--- config.mk ---
export PLATFORM = sky130hd
export DESIGN_NAME = ascii_record_tx
export DESIGN_NICKNAME = d
export VERILOG_FILES = /design/src/rtl/ascii_record_tx.sv
export SDC_FILE = /design/constraint.sdc
export NUM_CORES = 1
export LEC_CHECK = 0
export ABC_CLOCK_PERIOD_IN_PS = 8760
export CAP_MARGIN = 15
export CORE_ASPECT_RATIO = 1.25
export CORE_MARGIN = 3
export CORE_UTILIZATION = 45
export CTS_CLUSTER_DIAMETER = 40
export DETAILED_ROUTE_END_ITERATION = 6
export GPL_TIMING_DRIVEN = 0
export PLACE_DENSITY = 0.71
export RECOVER_POWER = 100
export SYNTH_ARGS = -nofsm -noshare
export SYNTH_HDL_FRONTEND = slang
export SYNTH_SLANG_ARGS = --single-unit
export TNS_END_PERCENT = 50
--- constraint.sdc ---
create_clock -name clk -period 8.76 [get_ports clk]
set_clock_uncertainty 0.15 [all_clocks]
set_input_delay 1.752 -clock clk [delete_from_list [all_inputs] [get_ports clk]]
set_output_delay 1.752 -clock clk [all_outputs]
set_load 0.05 [all_outputs]
--- src/rtl/ascii_record_tx.sv ---
// ascii_record_tx: serialises (index, value) records into ASCII text of the
// form '[' idx ']' '{' value '}' followed by ' ' or '\n'. Hex digits are
// lowercase, MSB first. Lines are wrapped with '\n' plus TAB_W spaces when
// the next item would overflow LINE_MAX columns.
module ascii_record_tx #(
    parameter int IDX_W    = 8,
    parameter int DATA_W   = 32,
    parameter int LINE_MAX = 30,
    parameter int TAB_W    = 2
) (
    input  logic              clk,
    input  logic              rst_n,
    input  logic              in_valid,
    output logic              in_ready,
    input  logic [IDX_W-1:0]  in_index,
    input  logic [DATA_W-1:0] in_value,
    input  logic              in_last,
    output logic              out_valid,
    input  logic              out_ready,
    output logic [7:0]        out_char,
    output logic              busy
);
    localparam int IDX_D = (IDX_W + 3) / 4;
    localparam int VAL_D = (DATA_W + 3) / 4;
    localparam int L     = 4 + IDX_D + VAL_D;
    localparam int COL_W = $clog2(LINE_MAX + 1);
    localparam int CNT_W = $clog2(IDX_D + VAL_D + TAB_W + 1);

    // The smallest legal line holds a wrap indent, one item and its separator.
    if (LINE_MAX < TAB_W + L + 1) begin : g_bad_cfg
        $fatal(1, "ascii_record_tx: LINE_MAX too small for TAB_W + item + 1");
    end

    typedef enum logic [3:0] {
        S_IDLE, S_WRAP_NL, S_WRAP_TAB, S_IDX_OPEN, S_IDX_HEX,
        S_IDX_CLOSE, S_VAL_OPEN, S_VAL_HEX, S_VAL_CLOSE, S_TERM
    } state_t;

    state_t               r_state, w_state_nx;
    logic [CNT_W-1:0]     r_cnt, w_cnt_nx;
    logic [IDX_D*4-1:0]   r_idx, w_idx_sh;
    logic [VAL_D*4-1:0]   r_val, w_val_sh;
    logic                 r_last;
    logic [COL_W-1:0]     r_col;
    logic                 r_valid;
    logic [7:0]           r_char, w_char_nx;
    logic                 w_hs, w_accept, w_wrap;

    function automatic logic [7:0] hex_char(input logic [3:0] n);
        return (n < 4'd10) ? {4'h3, n} : (8'h57 + {4'h0, n});
    endfunction

    assign w_hs      = r_valid & out_ready;
    assign w_accept  = (r_state == S_IDLE) & in_valid;
    assign w_wrap    = (r_col != '0) && ((int'(r_col) + L) > LINE_MAX);
    assign in_ready  = (r_state == S_IDLE);
    assign busy      = (r_state != S_IDLE);
    assign out_valid = r_valid;
    assign out_char  = r_char;
    // Digit counters run down so the MSB nibble comes out first.
    assign w_idx_sh  = r_idx >> {w_cnt_nx, 2'b00};
    assign w_val_sh  = r_val >> {w_cnt_nx, 2'b00};

    // State register, registered output char and record latch.
    always_ff @(posedge clk or negedge rst_n) begin
        if (!rst_n) begin
            r_state <= S_IDLE;
            r_cnt   <= '0;
            r_valid <= 1'b0;
            r_char  <= 8'h00;
            r_idx   <= '0;
            r_val   <= '0;
            r_last  <= 1'b0;
        end else begin
            r_state <= w_state_nx;
            r_cnt   <= w_cnt_nx;
            r_valid <= (w_state_nx != S_IDLE);
            r_char  <= w_char_nx;
            if (w_accept) begin
                r_idx  <= (IDX_D*4)'(in_index);
                r_val  <= (VAL_D*4)'(in_value);
                r_last <= in_last;
            end
        end
    end

    // Column tracker: '\n' returns to 0, anything else advances (saturating).
    always_ff @(posedge clk or negedge rst_n) begin
        if (!rst_n) begin
            r_col <= '0;
        end else if (w_hs) begin
            if (r_char == 8'h0A)
                r_col <= '0;
            else if (r_col != COL_W'(LINE_MAX))
                r_col <= r_col + 1'b1;
        end
    end

    // Next state advances only on an output handshake (or accept from IDLE).
    always_comb begin
        w_state_nx = r_state;
        w_cnt_nx   = r_cnt;
        if (r_state == S_IDLE) begin
            if (in_valid)
                w_state_nx = w_wrap ? S_WRAP_NL : S_IDX_OPEN;
        end else if (w_hs) begin
            case (r_state)
                S_WRAP_NL: begin
                    if (TAB_W > 0) begin
                        w_state_nx = S_WRAP_TAB;
                        w_cnt_nx   = CNT_W'(TAB_W - 1);
                    end else begin
                        w_state_nx = S_IDX_OPEN;
                    end
                end
                S_WRAP_TAB: begin
                    if (r_cnt == '0) w_state_nx = S_IDX_OPEN;
                    else             w_cnt_nx   = r_cnt - 1'b1;
                end
                S_IDX_OPEN: begin
                    w_state_nx = S_IDX_HEX;
                    w_cnt_nx   = CNT_W'(IDX_D - 1);
                end
                S_IDX_HEX: begin
                    if (r_cnt == '0) w_state_nx = S_IDX_CLOSE;
                    else             w_cnt_nx   = r_cnt - 1'b1;
                end
                S_IDX_CLOSE: w_state_nx = S_VAL_OPEN;
                S_VAL_OPEN: begin
                    w_state_nx = S_VAL_HEX;
                    w_cnt_nx   = CNT_W'(VAL_D - 1);
                end
                S_VAL_HEX: begin
                    if (r_cnt == '0) w_state_nx = S_VAL_CLOSE;
                    else             w_cnt_nx   = r_cnt - 1'b1;
                end
                S_VAL_CLOSE: w_state_nx = S_TERM;
                S_TERM:      w_state_nx = S_IDLE;
                default:     w_state_nx = S_IDLE;
            endcase
        end
    end

    // Character that goes with the upcoming state; loaded into r_char.
    always_comb begin
        w_char_nx = 8'h00;
        case (w_state_nx)
            S_WRAP_NL:   w_char_nx = 8'h0A;
            S_WRAP_TAB:  w_char_nx = 8'h20;
            S_IDX_OPEN:  w_char_nx = 8'h5B;
            S_IDX_HEX:   w_char_nx = hex_char(w_idx_sh[3:0]);
            S_IDX_CLOSE: w_char_nx = 8'h5D;
            S_VAL_OPEN:  w_char_nx = 8'h7B;
            S_VAL_HEX:   w_char_nx = hex_char(w_val_sh[3:0]);
            S_VAL_CLOSE: w_char_nx = 8'h7D;
            S_TERM:      w_char_nx = r_last ? 8'h0A : 8'h20;
            default:     w_char_nx = 8'h00;
        endcase
    end
endmodule

==> metrics.md <==
| Metric | Value |
|---|---|
| Syn Inst Count | 340 |
| Sw Share | 42.9% |
| Outcome | complete, but fails checks |
| Synth Area in Simple Gates | 12.5% |
| Fin nets | 458 |
| Synth Area in XOR/XNOR | 2.15% |
| Worst-path clk slew | 0.07 ns |
| CP max stage cell | o21ai_0 |
| Seq/Total Area, Yosys | 41.6% |
| Final setup fails | 0 |
| Seq pwr share | 29.3% |
| Ranking of synthesized cells by area | dfrtp_1 42%, mux2_2 15%, mux2i_1 5.4% |
| WS Path Type | input pin to register |
| Cell with the most instances after synthesis | dfrtp_1 |
| Sequential cell area | 0.00155 mm2 |
| Max Buffers Root-to-Sink | 2 |
| GR Overflow Total | 0 |
| P_int | 1.02 mW |
| Post-synthesis mux area share | 20.8% |
| Total track usage | 18.5% |
| Worst path required time | 8.81 ns |
| Top cell type's share of synthesized area | 41.6% |
| Post-synthesis compound-gate area fraction | 16.4% |
| Mapped Area | 0.00373 mm2 |
| VDD IR max | 0.188 mV |
| Core Region | 0.00793 mm2 |
| Maximum Capacitance Violations | 2 |
| Number of synthesized flops with an enable pin | 0 |
| Worst-margin pin slew | 2.07 ns |
| Critical path's most frequent cell | mux2i_1 |
| Pre-CTS setup slack | 3.75 ns |
| Buffers on Ports | 54 |
| Drt drc | 0 |
| RSZ-0062 raised after global routing | false |
| Post-CTS Resized | 0 |
| Leak Pwr | 1.93 nW |
| # IOs | 56 |
| Final Wtd Congestion | 0.876 |
| Num rows | 36 |
| Final antenna-violating net count | 0 |
| Final Hold Vio Count | 0 |
| Hold WC Path Type | register to register |
| # diodes | 0 |
| CTS tree | yes |
| Max Fanout on Critical Path | 10 |
| Library cells used by synthesis | 75 |
| First-pass GRT wire length | 13600 um |
| DR pass1 iterations | 4 |
| Die width | 87.4 um |
| Power, Total | 1.79 mW |
| Post-DP HPWL | 6070 um |
| Fmax | 169 MHz |
| Largest net degree at the start of global routing | 42 |
| Fillers | 685 |
| H-tree levels | 3 |
| Die area | 0.00942 mm2 |
| Synth async-reset ratio | 100% |
| Root Driver | clkbuf_8 |
| Initial antenna violation count | 0 |
| Routed wire length | 7960 um |
| DR iter-0 viols | 176 |
| Synth warnings | 0 |
| Num CTS Buffers | 9 |
| Layout Utilization | 57.3% |
| PnR worst setup slack | 2.85 ns |
| DIE HEIGHT | 108 um |
| Fin Setup TNS | 0 ns |
| Area delta synth->final | 21.7% |
| Max-slew violation total from the final report | 52 |
| Initial Util | 47.0% |
| Post-synthesis adder-cell area fraction | 2.35% |
| Top_reg_cell synth | dfrtp_1 |
| Failing checks | max-capacitance violations, max-slew violations |
| Area of the multi-input gates | 0.00198 mm2 |
| Vias in the first global route | 2904 |
| Max incr delay on CP | 1.21 ns |
| Clk sinks | 62 |
| Max-slew headroom | -38.3% |
| Yosys top cell by area | dfrtp_1 |
| Fin crit share | 67.4% |
| Part of the power in the clock network | 14.3% |
| Setup Buffers After CTS | 0 |
| Psw | 766 uW |
| Fin crit period | 5.91 ns |
| Syn_area_per_cell | 11.0 um2 |
| Crit end category | register |
| DR vias/cell | 5.70 |
| Gate power share | 56.4% |
| Syn nets | 392 |
| Clk_lat worst skew | 0.34 ns |
| Largest family of logic cells by synthesized area | multiplexers |
| Share of layout cells above drive strength 1 | 20.7% |
| # hold bufs at CTS | 0 |
| WL per Instance | 15.7 um |
| Critical path cell sequence | dlygate4sd3_1, nand3b_1, a211o_1, nor2_1, o21ai_0, clkbuf_1, mux2i_1, mux2i_1, mux2_2, o311ai_0, o211ai_1 |
| Top cells by count, synth | 62 x dfrtp_1, 50 x mux2_2, 23 x nand2_1 |
| Via count | 2882 |
| Pwr Density | 394 mW/mm2 |
| Flops & latches, synth | 62 |
| Critical path data arrival time | 5.96 ns |
| CP Launch Type | input pin |
-- metal layers --
| layer | up-vias | global-route usage [%] | share of wire [%] |
|---|---|---|---|
| met1 | 1399 | 22.8 | 43 |
| met2 | 66 | 30.8 | 50 |
| met3 | 9 | 4.29 | 4.9 |
| met4 | 0 | 7.46 | 2.0 |
| met5 | - | 0 | 0 |
| li1 | 1408 | - | - |
-- power groups by stage --
| stage | Combinational, mW | Clock [mW] | Sequential [mW] |
|---|---|---|---|
| global route | 1.11 | 0.273 | 0.545 |
| finish | 1.01 | 0.255 | 0.524 |
| global placement | 1.02 | 0 | 0.524 |
| detailed placement | 1.04 | 0 | 0.531 |
| floorplan | 0.764 | 0 | 0.557 |
| CTS | 1.05 | 0.261 | 0.525 |
-- logic make-up (layout without fill, tap and decap cells) --
family / after synthesis / count (layout)
and+or+nand+nor: 83 / 83
AOI/OAI and AO/OA: 80 / 80
muxes: 71 / 71
DFF: 62 / 62
buffers and inverters: 29 / 100
adders and majority gates: 7 / 7
xor gates and xnor gates: 7 / 7
other: 1 / 1
-- layout make-up --
cell class | instances | share of cell area, %
multi-input combinational | 249 | 43.7
buffer | 16 | 2.01
timing repair buffer | 55 | 11.8
clock buffer | 11 | 3.33
inverter | 13 | 1.07
sequential | 62 | 34.2
tap | 95 | 2.62
clock inverter | 5 | 1.27
-- sequential cells by signal, indices dropped and copies added, names as in the netlist --
name / cells
r_cnt: 4
r_col: 5
out_char: 7
r_state: 4
r_last: 1
r_idx: 8
out_valid: 1
r_val: 32
-- worst max-delay path: cells and delay by family --
family | cells | cell delay, ns
AOI/OAI and AO/OA | 4 | 1.96
and+or+nand+nor | 2 | 0.35
buffers and inverters | 2 | 1.20
muxes | 3 | 0.69
-- cells in the final DEF, fill, tap and decap left out, types with 6 or more instances in the layout --
cell,count
dfrtp_1,62
mux2_2,50
clkdlybuf4s50_1,41
nand2_1,23
mux2i_1,20
nor2_1,15
o21ai_0,15
clkbuf_1,12
inv_1,12
dlygate4sd3_1,12
clkbuf_8,11
nor3_1,9
o211ai_1,8
a21oi_1,8
ha_1,7
o22ai_1,6
-- path summary, 6_finish.rpt --
check,startpoint,to,slack [ns],depth (start not counted)
setup reg to reg,r_cnt[0],out_char[2],4.04,11
min in group asynchronous,rst_n,r_val[5],1.45,1
setup / recovery,out_ready,out_char[2],2.85,11
hold / removal,r_val[4],r_val[4],0.35,1
hold reg to reg,r_val[4],r_val[4],0.35,1
max in group asynchronous,rst_n,r_idx[3],4.51,2
-- through the flow --
stage          instance area, um2  hold WS, ns  cells
2_1_floorplan                3730        0.322    340
3_5_place_dp                 4400        0.340    490
4_1_cts                      4610        0.357    506
5_1_grt                      4540        0.374    506
3_3_place_gp                 4390        0.333    489
6_report                     4540        0.353    506
Power figures use the tool's default switching activity.
